## src/rtl/laplace_pkg.sv

```systemverilog
// ---------------------------------------------------------------------------
// laplace_pkg
// Shared definitions for the Laplacian kernel engine: FSM state encoding and
// the datapath width constants. No ports (package).
// ---------------------------------------------------------------------------
package laplace_pkg;

   localparam int PIX_W     = 8;      // pixel width
   localparam int ACC_W     = 10;     // neighbour accumulator width (PIX_W+2)
   localparam int NEIGH_CNT = 4;      // neighbours per kernel (N, E, S, W)
   localparam int PIX_MAX   = 255;    // largest clamped output value

   typedef enum logic [1:0] {
      S_CENTER = 2'd0,
      S_NEIGH  = 2'd1,
      S_CALC   = 2'd2,
      S_OUT    = 2'd3
   } state_t;

endpackage : laplace_pkg

```

## src/rtl/lsb_or_adder_param.sv

```systemverilog
// ---------------------------------------------------------------------------
// lsb_or_adder_param
// Combinational approximate adder. The low APPROX_BITS bits are the OR of the
// operands; the upper field is an exact add with carry-in 0. The final carry
// is dropped. APPROX_BITS = 0 degenerates to an exact WIDTH-bit add.
// Ports:
//   a, b  in  WIDTH  operands
//   sum   out WIDTH  approximate sum
// ---------------------------------------------------------------------------
module lsb_or_adder_param #(
   parameter int WIDTH       = 10,
   parameter int APPROX_BITS = 3
) (
   input  logic [WIDTH-1:0] a,
   input  logic [WIDTH-1:0] b,
   output logic [WIDTH-1:0] sum
);

   generate
      if (APPROX_BITS <= 0) begin : g_exact
         // Exact add, carry out discarded.
         assign sum = a + b;
      end else if (APPROX_BITS >= WIDTH) begin : g_all_or
         // Whole word approximated: pure bitwise OR.
         assign sum = a | b;
      end else begin : g_split
         localparam int UP_W = WIDTH - APPROX_BITS;
         logic [UP_W-1:0]        upper_s;
         logic [APPROX_BITS-1:0] lower_s;

         // No carry crosses from the OR field into the exact field.
         assign upper_s = a[WIDTH-1:APPROX_BITS] + b[WIDTH-1:APPROX_BITS];
         assign lower_s = a[APPROX_BITS-1:0] | b[APPROX_BITS-1:0];
         assign sum     = {upper_s, lower_s};
      end
   endgenerate

endmodule : lsb_or_adder_param

```

## src/rtl/laplace_kernel_acc.sv

```systemverilog
// ---------------------------------------------------------------------------
// laplace_kernel_acc
// Sequential 4-neighbour Laplacian: takes a pixel stream C, N, E, S, W,
// accumulates N+E+S+W through the approximate adder and produces
// 4*C - sum, both raw (signed) and clamped to the pixel range. Input and
// output never overlap: a pending result blocks new pixels.
// Ports:
//   Clk        in   1        clock, rising edge
//   Rst        in   1        asynchronous active-high reset
//   In_Valid   in   1        input pixel valid
//   In_Ready   out  1        block can accept a pixel
//   In_Data    in   PIX_W    unsigned pixel
//   Out_Valid  out  1        result valid
//   Out_Ready  in   1        downstream accepts result
//   Out_Pix    out  PIX_W    result clamped to [0, 2^PIX_W-1]
//   Out_Raw    out  ACC_W+1  signed two's-complement result
// ---------------------------------------------------------------------------
module laplace_kernel_acc #(
   parameter int PIX_W       = laplace_pkg::PIX_W,
   parameter int APPROX_BITS = 3,
   parameter int ACC_W       = laplace_pkg::ACC_W
) (
   input  logic             Clk,
   input  logic             Rst,
   input  logic             In_Valid,
   output logic             In_Ready,
   input  logic [PIX_W-1:0] In_Data,
   output logic             Out_Valid,
   input  logic             Out_Ready,
   output logic [PIX_W-1:0] Out_Pix,
   output logic [ACC_W:0]   Out_Raw
);

   import laplace_pkg::*;

   localparam int RAW_W = ACC_W + 1;

   state_t             state_q, state_d;
   logic [1:0]         cnt_q, cnt_d;
   logic [PIX_W-1:0]   center_q, center_d;
   logic [ACC_W-1:0]   acc_q, acc_d;
   logic               out_valid_q, out_valid_d;
   logic [PIX_W-1:0]   out_pix_q, out_pix_d;
   logic [RAW_W-1:0]   out_raw_q, out_raw_d;

   logic               in_fire_s;
   logic [ACC_W-1:0]   add_sum_s;
   logic [RAW_W-1:0]   center_x4_s;
   logic [RAW_W-1:0]   diff_s;
   logic [PIX_W-1:0]   clamp_s;

   assign In_Ready  = (state_q == S_CENTER) || (state_q == S_NEIGH);
   assign in_fire_s = In_Valid && In_Ready;

   assign Out_Valid = out_valid_q;
   assign Out_Pix   = out_pix_q;
   assign Out_Raw   = out_raw_q;

   lsb_or_adder_param #(
      .WIDTH       (ACC_W),
      .APPROX_BITS (APPROX_BITS)
   ) u_adder (
      .a   (acc_q),
      .b   (ACC_W'(In_Data)),
      .sum (add_sum_s)
   );

   // Signed result 4*C - acc, computed one bit wider than the accumulator.
   assign center_x4_s = RAW_W'({center_q, 2'b00});
   assign diff_s      = center_x4_s - {1'b0, acc_q};

   // Saturate to the pixel range: negative -> 0, above max -> all ones.
   always_comb begin
      clamp_s = diff_s[PIX_W-1:0];
      if (diff_s[RAW_W-1]) begin
         clamp_s = '0;
      end else if (|diff_s[ACC_W-1:PIX_W]) begin
         clamp_s = '1;
      end else begin
         clamp_s = diff_s[PIX_W-1:0];
      end
   end

   // Next-state and datapath update for the kernel sequencer.
   always_comb begin
      state_d     = state_q;
      cnt_d       = cnt_q;
      center_d    = center_q;
      acc_d       = acc_q;
      out_valid_d = out_valid_q;
      out_pix_d   = out_pix_q;
      out_raw_d   = out_raw_q;

      case (state_q)
         S_CENTER: begin
            if (in_fire_s) begin
               center_d = In_Data;
               acc_d    = '0;
               cnt_d    = 2'd0;
               state_d  = S_NEIGH;
            end else begin
               state_d  = S_CENTER;
            end
         end
         S_NEIGH: begin
            if (in_fire_s) begin
               acc_d = add_sum_s;
               cnt_d = cnt_q + 2'd1;
               if (cnt_q == 2'(NEIGH_CNT - 1)) begin
                  state_d = S_CALC;
               end else begin
                  state_d = S_NEIGH;
               end
            end else begin
               state_d = S_NEIGH;
            end
         end
         S_CALC: begin
            out_raw_d   = diff_s;
            out_pix_d   = clamp_s;
            out_valid_d = 1'b1;
            state_d     = S_OUT;
         end
         S_OUT: begin
            if (out_valid_q && Out_Ready) begin
               out_valid_d = 1'b0;
               state_d     = S_CENTER;
            end else begin
               state_d     = S_OUT;
            end
         end
         default: begin
            out_valid_d = 1'b0;
            state_d     = S_CENTER;
         end
      endcase
   end

   // State and datapath registers; reset discards any partial kernel.
   always_ff @(posedge Clk or posedge Rst) begin
      if (Rst) begin
         state_q     <= S_CENTER;
         cnt_q       <= 2'd0;
         center_q    <= '0;
         acc_q       <= '0;
         out_valid_q <= 1'b0;
         out_pix_q   <= '0;
         out_raw_q   <= '0;
      end else begin
         state_q     <= state_d;
         cnt_q       <= cnt_d;
         center_q    <= center_d;
         acc_q       <= acc_d;
         out_valid_q <= out_valid_d;
         out_pix_q   <= out_pix_d;
         out_raw_q   <= out_raw_d;
      end
   end

endmodule : laplace_kernel_acc

```

## config.mk

```make
export PLATFORM = sky130hd
export DESIGN_NAME = laplace_kernel_acc
export DESIGN_NICKNAME = d
export VERILOG_FILES = /design/src/rtl/laplace_pkg.sv /design/src/rtl/lsb_or_adder_param.sv /design/src/rtl/laplace_kernel_acc.sv
export SDC_FILE = /design/constraint.sdc
export NUM_CORES = 1
export LEC_CHECK = 0
export ABC_AREA = 1
export CELL_PAD_IN_SITES_DETAIL_PLACEMENT = 0
export CELL_PAD_IN_SITES_GLOBAL_PLACEMENT = 1
export CORE_MARGIN = 2
export CORE_UTILIZATION = 45
export CTS_BUF_LIST = sky130_fd_sc_hd__clkbuf_4
export DETAILED_ROUTE_END_ITERATION = 8
export PLACE_DENSITY = 0.93
export SKIP_CTS_REPAIR_TIMING = 1
export SLEW_MARGIN = 20
export SYNTH_ARGS = -nofsm -noshare
export SYNTH_HDL_FRONTEND = slang
export SYNTH_SLANG_ARGS = --single-unit
```

## constraint.sdc

```tcl
create_clock -name Clk -period 3.2 [get_ports Clk]
set_clock_uncertainty 0.05 [all_clocks]
set_input_delay 0.64 -clock Clk [delete_from_list [all_inputs] [get_ports Clk]]
set_output_delay 0.64 -clock Clk [all_outputs]
set_load 0.01 [all_outputs]
```

After elaboration in Yosys (flattened, before gate mapping)
Index checks and enable logic that the tools add are counted.

storage, ports and cells
  register bits after elaboration = 42
  bits in latches = 0
  bits in writable memories = 0
  ROM bits = 0
  input bits = 12
  output and inout port bits = 21
  word-level logic and storage cells = 43
  memories kept = 0

operators by class
  add/subtract/negate cells = 3
  $mul = 0
  divide/modulo/power cells = 0
  order comparisons = 0
  eq/ne operators = 7
  shift-type cells = 0
  mux-type cells = 15
  bitwise logic cells = 1
  reductions and logical operators = 10

operators by type and width
  kind                                           count
  two-way mux 10 bit                             2
  one-hot mux 10 bit (2 select lines)            1
  two-way mux 8 bit                              2
  subtractor 10 x 10 -> 11 bit                   1
  two-way mux 2 bit                              5
  one-hot mux 2 bit (4 select lines)             1
  adder 7 x 5 -> 7 bit                           1
  == test 2 bit, second input constant           3
  inequality test 2 bit, second input constant   3
  one-hot mux 2 bit (2 select lines)             1
  AND reduction 2 bit                            2
  nonzero test 2 bit                             2
  bitwise OR 3 bit                               1
  AND reduction 3 bit                            1
  adder 2 x 1 -> 2 bit, second input constant    1
  == test 2 x 1 -> 1 bit, second input constant  1
  logical AND 1 bit                              2
  zero test 2 bit                                1
  two-way mux 1 bit                              2
  one-hot mux 1 bit (2 select lines)             1
  OR reduction 2 bit                             1
  logical OR 1 bit                               1

Longest topological paths before layout
Gate-level depths: netlist of run 1.

  word-level depth = 5
  mapped depth = 12
  gate-level depth less buffers = 12

Modules after synthesis
From an unflattened synthesis of run 1, not the netlist that was laid out.

second synthesis, totals
  cells, all modules = 313
  area, all modules = 2,492.4 um^2

by module, submodules not included
  module              times used  cells an instance  area each (um^2)  seq. area each (um^2)
  laplace_kernel_acc  1           256                2,165.8           1,051.0
  lsb_or_adder_param  1           57                 326.6             0.0

Worst setup path before layout of run 1
OpenSTA, ideal clock, no wires.

  kind = input -> register
  start = input In_Data[3]
  end = register acc_q[9]
  data arrival time = 1,819 ps
  required time = 3,031 ps
  slack = 1,212 ps
  stages on the path = 9
  path buffers = 0
  cells stage by stage = ha_1 -> inv_1 -> fa_1 -> o21ai_0 -> nand2_1 -> a21oi_1 -> nand3_1 -> nand2_1 -> nor2_1

on the way
  cells in the longest elaborated chain, start to end = 3

RTL lines
  element                              RTL line                   text
  from (decl)                          laplace_kernel_acc.sv:27   input logic [PIX_W-1:0] In_Data,
  adder 7 x 5 -> 7 bit                 lsb_or_adder_param.sv:32   assign upper_s = a[WIDTH-1:APPROX_BITS] + b[WIDTH-1:APPROX_BITS];
  two-way mux 10 bit                   laplace_kernel_acc.sv:106  if (in_fire_s) begin
  one-hot mux 10 bit (2 select lines)  laplace_kernel_acc.sv:94   case (state_q)
  to (signal assigned)                 laplace_kernel_acc.sv:145  acc_q <= '0;
  to (signal assigned)                 laplace_kernel_acc.sv:153  acc_q <= acc_d;
  to (decl)                            laplace_kernel_acc.sv:41   logic [ACC_W-1:0] acc_q, acc_d;

Every way passes these cells. The select of a mux whose other input is x is not followed.
A chain may end at the register's enable or synchronous reset.

Final worst setup path of run 1
Same ends and word-level chain as after synthesis.

==> impl_metrics.tcl, run 1 <==
set metrics [dict create \
    arrival_ps 2450 \
    min_period_ps 2250 \
    cp_num_buf_inv 2 \
    synth-compound-area-share_pct 10.1 \
    hp-class "flip-flop to flip-flop" \
    max_freq_mhz 445 \
    gp_congestion 0.850 \
    cp_data_required_time_ps 3410 \
    place_inst 395 \
    hold_viol 0 \
    rsz0062_at_grt "no" \
    status "complete, no violations" \
    crit_slowest_cell "clkdlybuf4s50_1" \
    drive_gt1_share_pct 8.71 \
    yosysWarnings 0 \
    wire_per_inst_um 11.5 \
    muxShareOfSynthArea_pct 0 \
    p_total_mw 3.11 \
    synth_xor_area_share_pct 1.87 \
    place_ws_ps 577 \
    area_growth_pct 20.7 \
    setup_viol_count_final 0 \
    fin_cells 403 \
    ys_ff_latch 42 \
    nets 360 \
    root_buffer "clkbuf_4" \
    busiest_layer "met2" \
    dr.first_iter.drc_count 73 \
    die_h_um 76.1 \
    ir_drop_uv 340 \
    p_per_area_mw_per_mm2 1100 \
    grt_max_degree 43 \
    route.detailed.drc 0 \
    die-area_mm2 0.00579 \
    antenna_found_initial 0 \
    die-width_um 76.1 \
    relSlewSlack_pct 65.1 \
    vias 1983 \
    fin_hold_ws_ps 440 \
    gr-total-overflow 0 \
    numCtsBuffers 5 \
    ys_seq_area_share_pct 44.9 \
    worstPathCellList "clkdlybuf4s50_1 -> ha_1 -> inv_1 -> fa_1 -> o21ai_0 -> nand2_1 -> a21oi_1 -> nand3_1 -> nand2_1 -> nor2_1" \
    synthCells 296 \
    core_mm2 0.00507 \
    setup_tns_ps 0 \
    clkLatencyLatePin_ps 350 \
    antenna_left 0 \
    critPathCaptureType "flip-flop" \
    hpwlAfterDp_um 3590 \
    worst_pin_slew_ps 524 \
    clockBufferDepth 2 \
    cp-start-kind "input pin" \
    synth_top_family_by_area "simple AND/OR/NAND/NOR gates" \
    wl_um 4650 \
    use_met1_pct 21.4 \
    track_usage_pct 17.1 \
    synthAdderAreaFrac_pct 8.88 \
    crit_family "buffers and inverters" \
    ios 33 \
    p_leak_nw 1.43 \
    criticalPathCategory "input pin to flip-flop" \
    maxCapViolations 0 \
    h-tree-depth 2 \
    netlist_area_mm2 0.00234 \
    synth_nets 324 \
    yosysUniqueCellTypes 29 \
    start_util_pct 46.1 \
    io_buffers 32 \
    cts_sinks 42 \
    reg2reg_slack_ps 1340 \
    rows 26 \
    avgSynthCellArea_um2 7.90 \
    met2_usage_pct 30.5 \
    crit_path_max_fanout 3 \
    cp_common_cell "nand2_1" \
    use_met3_pct 3.55 \
    min_period_over_period_pct 70.2 \
    grt_pass1_vias 1821 \
    slew_violations 0 \
    firstDrtPassIters 5 \
    routed_via_density 4.92 \
    cts_tree "yes" \
    grt_pass1_wl_um 8160 \
    worst_slack_ps 954 \
    cpPeakStageDelay_ps 490 \
    n_antenna_cell 0 \
    clk_pin_slew_ps 130 \
    synthSimpleGateAreaFrac_pct 26.7 \
]
## placed cells by master (no fill, tap or decap), drive strengths merged
cell	synthesis	layout
nor3	1	1
nor2	16	16
o21a	2	2
clkdlybuf4s50	0	32
o211ai	1	1
fa	1	1
nand3b	2	2
o31ai	1	1
xor2	1	1
inv	39	39
bufinv	0	1
ha	15	15
o21ai	20	20
a21oi	15	15
nand3	19	19
o22ai	3	3
xnor2	4	4
a22o	1	1
clkbuf	2	6
nand2	107	107
buf	4	3
clkinvlp	0	1
dfrtp	42	42
## area by class of cell
type,instances,area [µm²]
clock inverter,2,37.5
sequential,42,1050
tap,70,87.6
fill,513,2250
clock buffer,6,45.0
inverter,39,149
multi-input combinational,209,1110
timing repair buffer,35,343
## sequential cells by signal, indices dropped and copies added, names as in the netlist
| signal | count |
|---|---|
| Out_Pix | 8 |
| Out_Raw | 11 |
| Out_Valid | 1 |
| acc_q | 10 |
| center_q | 8 |
| cnt_q | 2 |
| state_q | 2 |
## report_power, final
part / total [mW] / switching, mW / internal, mW / leakage [nW]
Sequential: 0.905 / 0.139 / 0.766 / 0.524
Combinational: 1.86 / 1.09 / 0.770 / 0.860
Clock: 0.345 / 0.172 / 0.173 / 0.0419
Total: 3.11 / 1.40 / 1.71 / 1.43
## kinds of logic (layout without fill, tap and decap cells)
logic type | Yosys count | in the layout
simple gates | 145 | 145
compound gates | 43 | 43
flops | 42 | 42
xor+xnor | 5 | 5
fa+ha+maj | 16 | 16
buf+inv | 45 | 82
## final timing paths
path | depth (start not counted) | start | to
max | 10 | In_Data[3] | acc_q[9]$_DFFE_PP0P_
min | 2 | Out_Pix[7]$_DFFE_PP0P_ | Out_Pix[7]$_DFFE_PP0P_
max reg2reg | 12 | acc_q[4]$_DFFE_PP0P_ | Out_Pix[6]$_DFFE_PP0P_
min reg2reg | 2 | Out_Pix[7]$_DFFE_PP0P_ | Out_Pix[7]$_DFFE_PP0P_
max in group asynchronous | 3 | Rst | Out_Pix[6]$_DFFE_PP0P_
min in group asynchronous | 3 | Rst | state_q[1]$_DFF_PP0_
## metal layers
layer  part of all wire [%]  wire (µm)
met5                      0          0
met3                    3.6        165
met4                   0.99         46
met1                     46       2130
met2                     50       2300
## cell usage after synthesis, drive strengths merged
cell	n	share of area (%)
nand2	107	18
dfrtp	42	45
inv	39	6.4
o21ai	20	4.3
nand3	19	4.3
nor2	16	3.3
a21oi	15	3.4
ha	15	8.0
buf	4	0.86
xnor2	4	1.5
o22ai	3	0.80
clkbuf	2	0.32
nand3b	2	0.64
o21a	2	0.64
a22o	1	0.37
fa	1	0.86
nor3	1	0.21
o211ai	1	0.32
o31ai	1	0.32
xor2	1	0.37
## worst reg2reg max path, cell delays in order (launching register included)
cell	delay (ps)
dfrtp_1	420
inv_1	130
ha_1	310
nand2_1	90
nand2_1	80
nor2_1	110
nand2_1	80
nand2_1	90
nand3_2	80
nand2_4	130
nand3_1	80
nand2_1	70
nand2_1	40
## metrics by stage
| step | area, µm² | util (%) |
|---|---|---|
| floorplan | 2340 | - |
| global placement | 2740 | 54.0 |
| detailed placement | 2740 | 54.0 |
| CTS | 2830 | 55.7 |
| global route | 2830 | 55.7 |
| finish | 2830 | 55.7 |
(Power assumes the default switching activity.)
==> run 2, diff against run 1 <==
CORE_UTILIZATION = 38   (was 45)
PLACE_DENSITY = 0.84   (was 0.93)
clock period = 1.9 ns   (was 3.2 ns; I/O delays follow)
==> impl_metrics.tcl, run 2 (synthesis gave the netlist of run 1 again) <==
set metrics [dict create \
    crit_family "buffers and inverters" \
    place_ws_ps -453 \
    gr-total-overflow 0 \
    hp-class "input pin to async pin" \
    status "complete, no violations" \
    rows 28 \
    p_leak_nw 1.49 \
    die_h_um 82.5 \
    mostFrequentLayoutCell "nand2_1" \
    die-width_um 82.5 \
    relSlewSlack_pct 70.8 \
    mostFrequentLayoutCells "nand2_1 (98), dfrtp_1 (42), inv_1 (35)" \
    cp_num_buf_inv 2 \
    routed_via_density 4.77 \
    clockBufferDepth 2 \
    h-tree-depth 2 \
    min_period_ps 1810 \
    antenna_left 0 \
    io_buffers 32 \
    start_util_pct 39.5 \
    cts_tree "yes" \
    place_inst 407 \
    nets 371 \
    wl_um 5040 \
    cp-start-kind "input pin" \
    maxCapViolations 0 \
    timing.rr.start "acc_q[7]$_DFFE_PP0P_" \
    grt_pass1_wl_um 8050 \
    antenna_found_initial 0 \
    startpoint "In_Data[3]" \
    largest_register_ffs 11 \
    die-area_mm2 0.00680 \
    criticalPathCategory "input pin to flip-flop" \
    fin_cells 419 \
    route.detailed.drc 0 \
    numCtsBuffers 5 \
    worst_slack_ps 89.5 \
    crit_path_max_fanout 2 \
    track_usage_pct 15.6 \
    worst_pin_slew_ps 438 \
    wire_per_inst_um 12.0 \
    firstDrtPassIters 4 \
    rsz0062_at_grt "yes" \
    min_period_over_period_pct 95.3 \
    slew_violations 0 \
    cts_sinks 42 \
    worstPathCellList "clkdlybuf4s50_1 -> ha_1 -> inv_1 -> fa_2 -> o21ai_2 -> nand2_1 -> a21oi_1 -> nand3_1 -> nand2_1 -> nor2_1" \
    clk_pin_slew_ps 130 \
    grt_pass1_vias 1844 \
    max_freq_mhz 552 \
    gp_congestion 0.889 \
    num-fill-cells 574 \
    cpPeakStageDelay_ps 480 \
    core_mm2 0.00592 \
    hold_viol 0 \
    p_per_area_mw_per_mm2 1890 \
    grt_max_degree 43 \
    crit_slowest_cell "clkdlybuf4s50_1" \
    arrival_ps 2020 \
    dr.first_iter.drc_count 76 \
    ios 33 \
    critPathCaptureType "flip-flop" \
    clkLatencyLatePin_ps 350 \
    vias 1997 \
    cp_common_cell "nand2_1" \
    hpwlAfterDp_um 3710 \
    setup_viol_count_final 0 \
    cp_data_required_time_ps 2110 \
    ir_drop_uv 670 \
    area_growth_pct 27.6 \
    fin_util_pct 50.4 \
    drive_gt1_share_pct 15.1 \
    n_antenna_cell 0 \
    root_buffer "clkbuf_4" \
]
-- run 2: metrics by stage --
| stage | hold slack (ps) | setup TNS, ps | instance area, µm² | total power [mW] |
|---|---|---|---|---|
| 2_1_floorplan | 398 | 0 | 2340 | 3.76 |
| 3_3_place_gp | 414 | -755 | 2810 | 4.75 |
| 3_5_place_dp | 415 | -894 | 2810 | 4.79 |
| 4_1_cts | 325 | -71.4 | 2870 | 5.26 |
| 5_1_grt | 336 | -12.4 | 2990 | 6.19 |
| 6_report | 319 | 0 | 2990 | 5.64 |
-- run 2: cell type report --
class,instances,area (µm²),area share [%]
inverter,39,149,4.99
tap,75,93.8,3.14
clock buffer,6,45.0,1.51
sequential,42,1050,35.2
timing repair buffer,44,425,14.2
multi-input combinational,211,1210,40.5
clock inverter,2,12.5,0.419
-- run 2: final timing paths --
kind,depth (start not counted),end,slack [ps]
max reg2reg,10,Out_Pix[6]$_DFFE_PP0P_,110
min in group Clk,2,Out_Raw[8]$_DFFE_PP0P_,440
min reg2reg,2,Out_Raw[8]$_DFFE_PP0P_,440
max in group asynchronous,3,Out_Raw[8]$_DFFE_PP0P_,1270
min,3,cnt_q[1]$_DFFE_PP0P_,320
max,10,acc_q[9]$_DFFE_PP0P_,90
-- run 2: per-layer routing --
layer / GRT usage (%) / part of all wire, % / up-vias
li1: - / - / 1033
met1: 19.9 / 48 / 907
met2: 25.7 / 46 / 44
met3: 3.15 / 4.0 / 13
met4: 6.33 / 2.5 / 0
met5: 0 / 0 / -
-- run 2: report_power, final --
part / total [mW] / internal (mW) / switching, mW / leakage [nW]
clock network: 0.455 / 0.161 / 0.294 / 0.0337
logic: 3.64 / 1.56 / 2.08 / 0.929
registers: 1.54 / 1.29 / 0.254 / 0.524
total: 5.64 / 3.01 / 2.63 / 1.49
-- run 2: tightest hold or removal path: cells and delay by family --
kind | cells | cell delay [ps]
buf+inv | 3 | 730
==> run 3, diff against run 2 <==
REMOVE_ABC_BUFFERS = 1   (was not set)
SKIP_CTS_REPAIR_TIMING = not set   (was 1)
==> impl_metrics.tcl, run 3 (synthesis gave the netlist of run 1 again) <==
set metrics [dict create \
    gr-total-overflow 0 \
    cpPeakStageDelay_ps 480 \
    crit_slowest_cell "clkdlybuf4s50_1" \
    cp_data_required_time_ps 2110 \
    cts_sinks 42 \
    grt_max_degree 43 \
    die_h_um 82.5 \
    mostFrequentLayoutCells "nand2_1 (98), dfrtp_1 (42), inv_1 (33)" \
    p_total_mw 5.94 \
    fin_hold_ws_ps 307 \
    numCtsBuffers 5 \
    ir_drop_uv 781 \
    die-width_um 82.5 \
    rows 28 \
    wl_met1_um 2380 \
    met3_wirelength_um 164 \
    largest_register_ffs 11 \
    criticalPathCategory "input pin to flip-flop" \
    crit_path_max_fanout 2 \
    die-area_mm2 0.00680 \
    hold_viol 0 \
    timing.rr.start "acc_q[8]$_DFFE_PP0P_" \
    worstPathCellList "clkdlybuf4s50_1 -> ha_1 -> inv_1 -> fa_2 -> o21ai_2 -> nand2_1 -> a21oi_2 -> nand3_1 -> nand2_1 -> nor2_1" \
    firstDrtPassIters 4 \
    grt_pass1_vias 1837 \
    worst_slack_ps 108 \
    ios 33 \
    fin_util_pct 51.6 \
    met2_length_um 2420 \
    clockBufferDepth 2 \
    maxCapViolations 0 \
    antenna_left 0 \
    clkLatencyLatePin_ps 360 \
    arrival_ps 2000 \
    vias 1974 \
    max_freq_mhz 558 \
    wire_per_inst_um 12.0 \
    start_util_pct 39.5 \
    nets 371 \
    cp_common_cell "nand2_1" \
    num-fill-cells 571 \
    hp-class "input pin to async pin" \
    min_period_over_period_pct 94.3 \
    rr_endpoint "Out_Raw[9]$_DFFE_PP0P_" \
    place_inst 406 \
    io_buffers 32 \
    hpwlAfterDp_um 3640 \
    fin_area_mm2 0.00305 \
    critPathCaptureType "flip-flop" \
    slew_violations 0 \
    rsz0062_at_grt "yes" \
    area_growth_pct 30.5 \
    setup_tns_ps 0 \
    antenna_found_initial 0 \
    route.detailed.drc 0 \
    drive_gt1_share_pct 16.3 \
    setup_viol_count_final 0 \
    n_antenna_cell 0 \
    relSlewSlack_pct 72.6 \
    maxUsedRoutingLayer "met4" \
    core_mm2 0.00592 \
    cp-start-kind "input pin" \
    startpoint "In_Data[3]" \
    track_usage_pct 15.5 \
    p_leak_nw 1.50 \
    place_ws_ps -449 \
    clk_pin_slew_ps 130 \
    status "complete, no violations" \
    grt_pass1_wl_um 8180 \
    h-tree-depth 2 \
    dr.first_iter.drc_count 95 \
    ff2ff_path_depth 10 \
    reg2reg_slack_ps 130 \
    min_period_ps 1790 \
    cts_tree "yes" \
    placed_area_mm2 0.00281 \
    cp_num_buf_inv 2 \
    p_per_area_mw_per_mm2 1950 \
    gp_congestion 0.846 \
    routed_via_density 4.71 \
    fin_cells 419 \
    wl_um 5020 \
    worst_pin_slew_ps 411 \
    crit_family "buffers and inverters" \
    mostFrequentLayoutCell "nand2_1" \
    root_buffer "clkbuf_4" \
]
==> run 3: cell count changes in the layout (fill, tap and decap cells not counted), moves of 2 or more <==
cell,before,now
inv_1,35,33
bufinv_16,0,2
ha_4,4,6
inv_2,3,5
==> run 3: where the power goes <==
part | leakage [nW] | internal [mW] | switching, mW
clock network | 0.0528 | 0.406 | 0.298
logic | 0.926 | 1.64 | 2.04
registers | 0.524 | 1.29 | 0.263
==> run 3: timing repair <==
item	in CTS	in global routing
endpoints found under the setup margin	1	13
buffers inserted	0	3
resized for setup	1	25
hold buffers	0	0
cloned	0	2
pin swaps	1	6
==> run 3: area by class of cell <==
| cell class | count | area, µm² | area share (%) |
|---|---|---|---|
| timing repair buffer | 44 | 425 | 13.9 |
| sequential | 42 | 1050 | 34.4 |
| tap | 75 | 93.8 | 3.07 |
| clock buffer | 5 | 37.5 | 1.23 |
| clock inverter | 3 | 63.8 | 2.09 |
| inverter | 39 | 149 | 4.88 |
| multi-input combinational | 211 | 1230 | 40.4 |
==> run 3: worst max-delay path by stage <==
stage,end,slack [ps],cells past startpoint
global placement,acc_q[9]$_DFFE_PP0P_,-410,10
finish,acc_q[9]$_DFFE_PP0P_,110,10
floorplan,center_q[4]$_DFFE_PP0P_,70,6
CTS,acc_q[9]$_DFFE_PP0P_,9,10
detailed placement,acc_q[9]$_DFFE_PP0P_,-450,10
global route,Out_Pix[4]$_DFFE_PP0P_,10,11
==> run 3: tightest hold or removal path, stage by stage <==
cell	delay [ps]
clkdlybuf4s50_1	390
inv_1	90
buf_12	240
==> run 3: metal layers <==
metal  global-route usage (%)  vias up
met5                        0        -
met4                     4.00        0
met3                     3.26        7
met2                     25.2       34
met1                     20.9      892
li1                         -     1041
